--- config.mk ---
export PLATFORM = sky130hd
export DESIGN_NAME = uart_tx_engine
export DESIGN_NICKNAME = d
export VERILOG_FILES = /design/src/rtl/uart_tx_engine.sv
export SDC_FILE = /design/constraint.sdc
export NUM_CORES = 1
export LEC_CHECK = 0
export ABC_AREA = 1
export CAP_MARGIN = 20
export CORE_UTILIZATION = 54
export CTS_BUF_LIST = sky130_fd_sc_hd__clkbuf_8
export DETAILED_ROUTE_END_ITERATION = 8
export PLACE_DENSITY = 0.86
export SETUP_SLACK_MARGIN = 0.4
export SLEW_MARGIN = 30
export SYNTH_ARGS = -nofsm -noshare
export SYNTH_HDL_FRONTEND = slang
export SYNTH_SLANG_ARGS = --single-unit
--- constraint.sdc ---
create_clock -name clk -period 1.6 [get_ports clk]
set_clock_uncertainty 0.05 [all_clocks]
set_input_delay 0.24 -clock clk [delete_from_list [all_inputs] [get_ports clk]]
set_output_delay 0.24 -clock clk [all_outputs]
set_load 0.1 [all_outputs]
--- src/rtl/uart_tx_engine.sv ---
// UART transmit engine: pulls one word per frame from an upstream FIFO and
// serialises it as start bit, DATA_WIDTH data bits (LSB first), optional
// parity bit and one or two stop bits, each BAUD_DIV clocks long.
// Optional feature macro: UART_TX_PARITY_EN adds the PARITY bit after DATA.
module uart_tx_engine #(
    parameter int DATA_WIDTH = 8,
    parameter int BAUD_DIV   = 16
) (
    input  logic                  clk,
    input  logic                  rst,
    input  logic                  tx_en,
    input  logic                  stop2,
    input  logic                  parity_odd,
    input  logic                  fifo_empty,
    input  logic [DATA_WIDTH-1:0] fifo_rdata,
    output logic                  fifo_rd_en,
    output logic                  tx,
    output logic                  tx_busy,
    output logic                  tx_done
);

    localparam int BAUD_W = $clog2(BAUD_DIV);
    localparam int CNT_W  = $clog2(DATA_WIDTH) + 1;
    localparam logic [BAUD_W-1:0] BAUD_LAST = BAUD_W'(BAUD_DIV - 1);
    localparam logic [BAUD_W-1:0] BAUD_PRE  = BAUD_W'(BAUD_DIV - 2);
    localparam logic [CNT_W-1:0]  BIT_LAST  = CNT_W'(DATA_WIDTH - 1);

    typedef enum logic [2:0] {
        IDLE   = 3'd0,
        FETCH  = 3'd1,
        START  = 3'd2,
        DATA   = 3'd3,
        PARITY = 3'd4,
        STOP   = 3'd5
    } state_t;

    state_t                state_r;
    state_t                state_next_s;
    logic [BAUD_W-1:0]     baud_cnt_r;
    logic [CNT_W-1:0]      bit_cnt_r;
    logic [DATA_WIDTH-1:0] shift_r;
    logic [DATA_WIDTH-1:0] shift_next_s;
    logic                  stop2_r;
    logic                  tx_r;
    logic                  tx_busy_r;
    logic                  tx_done_r;
    logic                  tx_next_s;
    logic                  fifo_rd_en_s;
    logic                  bit_end_s;
    logic                  stop_last_s;
    logic                  par_bit_s;

`ifdef UART_TX_PARITY_EN
    logic                  par_bit_r;

    // Even parity of a data word (1 when the word holds an odd number of ones).
    function automatic logic parity_of(input logic [DATA_WIDTH-1:0] data);
        return ^data;
    endfunction

    // Parity is computed once when the word is fetched, with the sense latched then.
    always_ff @(posedge clk) begin
        if (rst) begin
            par_bit_r <= 1'b0;
        end else if (state_r == FETCH) begin
            par_bit_r <= parity_of(fifo_rdata) ^ parity_odd;
        end else begin
            par_bit_r <= par_bit_r;
        end
    end

    assign par_bit_s = par_bit_r;
`else
    logic unused_parity_s;
    assign unused_parity_s = parity_odd;
    assign par_bit_s       = 1'b1;
`endif

    assign bit_end_s   = (baud_cnt_r == BAUD_LAST);
    assign stop_last_s = (bit_cnt_r == {{(CNT_W-1){1'b0}}, stop2_r});
    // A read is never requested while reset is held.
    assign fifo_rd_en  = fifo_rd_en_s & ~rst;
    assign tx          = tx_r;
    assign tx_busy     = tx_busy_r;
    assign tx_done     = tx_done_r;

    // Next-state, FIFO read request, next shift value and next line level.
    always_comb begin
        state_next_s = state_r;
        fifo_rd_en_s = 1'b0;
        shift_next_s = shift_r;
        tx_next_s    = 1'b1;
        case (state_r)
            IDLE: begin
                if (tx_en && !fifo_empty) begin
                    fifo_rd_en_s = 1'b1;
                    state_next_s = FETCH;
                end else begin
                    state_next_s = IDLE;
                end
            end
            FETCH:   state_next_s = START;
            START: begin
                if (bit_end_s) state_next_s = DATA;
                else           state_next_s = START;
            end
            DATA: begin
                if (bit_end_s && (bit_cnt_r == BIT_LAST)) begin
`ifdef UART_TX_PARITY_EN
                    state_next_s = PARITY;
`else
                    state_next_s = STOP;
`endif
                end else begin
                    state_next_s = DATA;
                end
            end
            PARITY: begin
                if (bit_end_s) state_next_s = STOP;
                else           state_next_s = PARITY;
            end
            STOP: begin
                if (bit_end_s && stop_last_s) state_next_s = IDLE;
                else                          state_next_s = STOP;
            end
            default: state_next_s = IDLE;
        endcase

        if (state_r == FETCH) begin
            shift_next_s = fifo_rdata;
        end else if ((state_r == DATA) && bit_end_s) begin
            shift_next_s = shift_r >> 1;
        end else begin
            shift_next_s = shift_r;
        end

        case (state_next_s)
            START:   tx_next_s = 1'b0;
            DATA:    tx_next_s = shift_next_s[0];
            PARITY:  tx_next_s = par_bit_s;
            default: tx_next_s = 1'b1;
        endcase
    end

    // State, counters, shift register and registered line outputs.
    always_ff @(posedge clk) begin
        if (rst) begin
            state_r    <= IDLE;
            baud_cnt_r <= {BAUD_W{1'b0}};
            bit_cnt_r  <= {CNT_W{1'b0}};
            shift_r    <= {DATA_WIDTH{1'b0}};
            stop2_r    <= 1'b0;
            tx_r       <= 1'b1;
            tx_busy_r  <= 1'b0;
            tx_done_r  <= 1'b0;
        end else begin
            state_r   <= state_next_s;
            shift_r   <= shift_next_s;
            tx_r      <= tx_next_s;
            tx_busy_r <= (state_next_s != IDLE);
            // Registered one cycle early so the pulse lands on the final stop cycle.
            tx_done_r <= (state_r == STOP) && stop_last_s && (baud_cnt_r == BAUD_PRE);

            if ((state_r == IDLE) || (state_r == FETCH) || bit_end_s) begin
                baud_cnt_r <= {BAUD_W{1'b0}};
            end else begin
                baud_cnt_r <= baud_cnt_r + BAUD_W'(1);
            end

            case (state_r)
                IDLE, FETCH: bit_cnt_r <= {CNT_W{1'b0}};
                DATA: begin
                    if (bit_end_s && (bit_cnt_r == BIT_LAST)) bit_cnt_r <= {CNT_W{1'b0}};
                    else if (bit_end_s)                       bit_cnt_r <= bit_cnt_r + CNT_W'(1);
                    else                                      bit_cnt_r <= bit_cnt_r;
                end
                STOP: begin
                    if (bit_end_s) bit_cnt_r <= bit_cnt_r + CNT_W'(1);
                    else           bit_cnt_r <= bit_cnt_r;
                end
                default: bit_cnt_r <= bit_cnt_r;
            endcase

            if (state_r == FETCH) stop2_r <= stop2;
            else                  stop2_r <= stop2_r;
        end
    end

endmodule

==> results of run 1 <==
-- cell usage in the layout (no fill, tap or decap), types with 3 or more instances in the layout --
| master | netlist | routed |
|---|---|---|
| dfxtp_1 | 23 | 15 |
| nand2_1 | 51 | 38 |
| inv_1 | 10 | 8 |
| inv_2 | 3 | 5 |
| a21oi_2 | 0 | 4 |
| nand3_1 | 12 | 6 |
| nand2_2 | 1 | 10 |
| nand3_2 | 1 | 4 |
| buf_12 | 0 | 4 |
| nor2_1 | 11 | 7 |
| clkdlybuf4s50_1 | 0 | 11 |
| dfxtp_4 | 0 | 3 |
| buf_4 | 0 | 8 |
| nor2_4 | 3 | 7 |
| clkbuf_8 | 0 | 3 |
| nand3_4 | 0 | 3 |
| nand2_4 | 3 | 7 |
| dfxtp_2 | 0 | 5 |
| a21oi_1 | 9 | 4 |
| buf_6 | 0 | 5 |
| a31oi_1 | 6 | 6 |
-- registers in the layout (all words and copies together) (netlist names) --
register    flops
bit_cnt_r       4
stop2_r         1
baud_cnt_r      4
tx_busy         1
tx_done         1
shift_r         8
tx              1
state_r         3
-- stage by stage --
stage	area, um^2	setup WS, ps	instances	util	total power [mW]
after CTS	1570	139	205	0.801	1.17
after detailed placement	1410	57.4	194	0.721	0.804
final	1710	101	210	0.874	1.21
after floorplan	1180	237	151	-	0.728
after global placement	1410	125	194	0.721	0.798
after global routing	1710	43.2	210	0.874	1.25
-- layer usage --
metal,vias to the layer above,global-route usage,share of wire
met3,21,0.0679,0.054
li1,557,-,-
met5,-,0,0
met2,55,0.455,0.52
met4,0,0.149,0.048
met1,552,0.318,0.37
-- final cells by class --
class,count,area [um^2]
Clock inverter,1,5.00
Sequential cell,23,478
Multi-Input combinational cell,114,792
Clock buffer,3,41.3
Inverter,13,48.8
Timing Repair Buffer,29,315
Fill cell,97,248
Tap cell,27,33.8
-- power groups by stage --
stage / Combinational [mW] / Clock [mW] / Sequential, mW
5_1_grt: 0.240 / 0.404 / 0.607
6_report: 0.227 / 0.381 / 0.606
3_3_place_gp: 0.176 / 0 / 0.621
2_1_floorplan: 0.0771 / 0 / 0.651
4_1_cts: 0.199 / 0.366 / 0.603
3_5_place_dp: 0.181 / 0 / 0.623
-- cells by family (layout without fill, tap and decap cells) --
| group | after synthesis | after routing | synth area share |
|---|---|---|---|
| AOI/OAI and AO/OA | 19 | 19 | 0.0942 |
| xor gates and xnor gates | 1 | 1 | 0.00785 |
| adders and majority gates | 3 | 3 | 0.0336 |
| buffers and inverters | 14 | 46 | 0.0471 |
| DFF | 23 | 23 | 0.413 |
| and+or+nand+nor | 91 | 91 | 0.405 |
-- final timing paths --
check               startpoint      end  slack (ps)  depth (start not counted)
hold / removal         stop2_r  stop2_r         440                          2
setup / recovery  bit_cnt_r[0]  tx_busy         100                          8
setup reg to reg  bit_cnt_r[0]  tx_busy         100                          8
hold reg to reg        stop2_r  stop2_r         440                          2
-- worst max-delay path, delay by kind of cell (launching register included) --
family,cells,cell delay (ps)
and+or+nand+nor,6,600
AOI/OAI and AO/OA,1,200
adders and majority gates,1,190
DFF,1,370
-- timing repair --
item / in CTS / in global routing
endpoints found under the setup margin: 19 / 21
pin swaps: 11 / 23
endpoints found under the hold margin: 0 / 0
resized for setup: 18 / 28
buffers inserted: 7 / 5
==> impl_metrics.ini, run 1 <==
[clock_tree]
cts_buffers = 3
cts_sinks = 23
cts_buffer_depth = 2
clk_latency_ps = 280
ctsHoldBuffers = 0
cts_root_buf = clkbuf_8
cts_tree = yes
path_clk_slew_ps = 90
h-tree-depth = 1

[flow_run]
drv_cap = 0

[die]
core_um2 = 1960
num_io_pins = 18
dieArea_um2 = 2250
die_w_um = 47.5
dieHeight_um = 47.5
num_rows = 16
start_util = 0.569

[route]
drtIter0Drc = 41
route.antenna.remaining_nets = 0
drc = 0
first_pass_iters = 4
drt-total-wl_mm = 3.47
drt-wirelength-per-cell_um = 16.5
vias_per_cell = 5.64
route.vias.total = 1185

[power]
combPwrFrac = 0.187
power_switching_mw = 0.361
pwr-share-clk = 0.314
switching_share = 0.298
power.density_nw_per_um2 = 708
ir_worst_vdd_mv = 0.727
leakagePower_nw = 0.689
intPower_mw = 0.852
power_frac_seq = 0.499

[finish]
drive_above_1_share = 0.426
syn_to_final_growth_pct = 53.6
nNetsFinal = 201
diodes = 0

[logic_synthesis]
synth_edf_count = 0
syn_nets = 168
synth-seq-area-share = 0.413
yosysUniqueCellTypes = 23
yosysWarnings = 0
netlist.area_leader.share = 0.413
synth_cells = 151
avgSynthCellArea_um2 = 7.39
synth-main-ff-cell = dfxtp_1
yosysTopAreaCell = dfxtp_1
netlist_area_um2 = 1120
postSynth.asyncResetShare = 0
synth.most_common_cell = nand2_1
synthTopCellsByArea = dfxtp_1, nand2_1, nand3_1
synth_common_cells = nand2_1, dfxtp_1, nand3_1
ys_seq_elements = 23

[timing]
slew_viol_final = 0
max_freq_mhz = 667
post-route-period-util = 0.937
period_needed_ps = 1500
hold_viol = 0
rsz0062_at_grt = yes
setup_viol = 0
slew_headroom = 0.783
finalSetupTns_ps = 0
holdWs_ps = 438
worst_pin_slew_ps = 323

[place]
io_buffers = 16
place.gp.congestion = 0.877
dp.final_hpwl_mm = 1.78

[critical_path]
arrival_ps = 1630
start_kind = register
cp_cell_sequence = ha_1, nand2_1, nor2_2, nand2_2, a21oi_4, nand3_2, nand2_1, nand2_1
crit_type = reg -> reg
end_kind = register
crit_required_ps = 1730
crit_path_frequent_cell = nand2_1
crit_path_top_delay_cell = dfxtp_2
slowest_delay_ps = 370
cp_max_fo = 4

[grt]
grt_pass1_wl_mm = 4.22
grt_max_degree = 14
grt_pass1_vias = 1017
grt_usage = 0.272
antenna_found_initial = 0
overflow = 0

[hold_path]
min_path_type = reg -> reg

[run_status]
status = finished clean
No activity file was read; power rests on OpenSTA's default activity.
==> run 2, diff against run 1 <==
SKIP_CTS_REPAIR_TIMING = 1   (was unset)
==> run 2 against run 1 <==
Effect of this change:
- via count is 2.0% lower
- sequential power down 0.7%
- global-route usage is 4.2 points lower
- cell count decreased by 1.9%
- wire length down 4.7%
- first-iteration DRC count increased by 9.8%
- power decreased by 2.8%
- sequential share of layout area is 1.6 points higher
- register-to-register slack hardly changed
- clock-buffer cell count stayed put
- combinational power fell by 6%
- core utilization is 4.0 points lower
- critical path type unchanged
==> impl_metrics.ini, run 2 (same netlist as run 1, synthesis figures left out) <==
[place]
dp.final_hpwl_mm = 1.78
io_buffers = 16
place.gp.congestion = 0.877
dpl_cell_area_um2 = 1410

[route]
vias_per_cell = 5.64
route.antenna.remaining_nets = 0
drt-total-wl_mm = 3.31
first_pass_iters = 4
drt-wirelength-per-cell_um = 16.0
drc = 0
route.met2.wl_mm = 1.72
met1_length_mm = 1.28
drtIter0Drc = 45
topRoutingLayerUsed = met4
wl_met3_um = 198
route.vias.total = 1161

[timing]
period_needed_ps = 1500
slew_viol_final = 0
post-route-period-util = 0.935
hold_viol = 0
finalSetupTns_ps = 0
worst_pin_slew_ps = 348
max_freq_mhz = 669
slew_headroom = 0.766
setup_viol = 0
rsz0062_at_grt = yes

[finish]
fin_area_um2 = 1640
reg_top3 = shift_r x8, baud_cnt_r x4, bit_cnt_r x4
nNetsFinal = 197
diodes = 0
drive_above_1_share = 0.358
top_register = shift_r
postLayoutCoreUtil = 0.834
syn_to_final_growth_pct = 46.5
layout_common_cells = nand2_1, dfxtp_1, clkdlybuf4s50_1
layout_commonest_cell = nand2_1
largest_reg_flops = 8

[critical_path]
start_kind = register
crit_required_ps = 1720
end_kind = register
crit_type = reg -> reg
arrival_ps = 1620
cp_max_fo = 6

[flow_run]
drv_cap = 0

[clock_tree]
h-tree-depth = 1
cts_tree = yes
cts_root_buf = clkbuf_8
cts_buffers = 3
cts_sinks = 23
path_clk_slew_ps = 80
clk_latency_ps = 270
cts_buffer_depth = 2

[die]
num_rows = 16
die_w_um = 47.5
dieHeight_um = 47.5
start_util = 0.569
dieArea_um2 = 2250
core_um2 = 1960
num_io_pins = 18

[grt]
antenna_found_initial = 0
grt_pass1_wl_mm = 3.60
overflow = 0
grt_pass1_vias = 885
grt_max_degree = 14
grt_usage = 0.230

[power]
power_frac_seq = 0.511
switching_share = 0.284
pwr-share-clk = 0.308
power_switching_mw = 0.335
combPwrFrac = 0.181
total_power_mw = 1.18
leakagePower_nw = 0.661
ir_worst_vdd_mv = 0.610
power.density_nw_per_um2 = 722
intPower_mw = 0.845

[hold_path]
min_path_type = reg -> reg

[run_status]
status = finished clean
-- run 2: cell types whose count changed in the layout (fill, tap and decap cells not counted), moves of 3 or more --
cell and delta:
buf_4 -3, dfxtp_2 -3, nand2_1 +4, nand2_4 -3
-- run 2: metrics by stage --
step	setup slack (ps)	hold WS, ps	instances
final	105	397	206
after global routing	39.2	411	206
after CTS	55.4	410	198
after detailed placement	57.4	399	194
after global placement	125	388	194
after floorplan	237	266	151
-- run 2: layer usage --
layer / vias up / GRT usage
met5: - / 0
met4: 0 / 0.126
met3: 19 / 0.0491
met2: 56 / 0.373
met1: 542 / 0.283
li1: 544 / -
-- run 2: power groups by stage --
stage / Clock [mW] / Sequential (mW) / Combinational (mW)
detailed placement: 0 / 0.623 / 0.181
CTS: 0.367 / 0.609 / 0.183
floorplan: 0 / 0.651 / 0.0771
finish: 0.364 / 0.602 / 0.214
global placement: 0 / 0.621 / 0.176
global route: 0.390 / 0.604 / 0.228
-- run 2: layout make-up --
cell class / instances / area [um^2]
multi-input combinational: 114 / 739
sequential: 23 / 482
fill: 110 / 327
timing repair buffer: 25 / 285
inverter: 13 / 48.8
clock buffer: 3 / 41.3
tap: 27 / 33.8
clock inverter: 1 / 5.00
-- run 2: final timing paths --
kind                  from             to  slack [ps]  cells past startpoint
max          baud_cnt_r[1]        tx_busy         100                      8
min          baud_cnt_r[0]  baud_cnt_r[0]         400                      1
max reg2reg  baud_cnt_r[1]        tx_busy         100                      8
min reg2reg  baud_cnt_r[0]  baud_cnt_r[0]         400                      1
-- run 2: worst max-delay path, cell delays in order, from the launching register on --
cell	delay [ps]
dfxtp_4	370
ha_4	170
nand2_4	60
nor2_4	230
nand2_2	120
a21oi_2	160
nand3_1	110
nand2_1	80
nand2_1	40
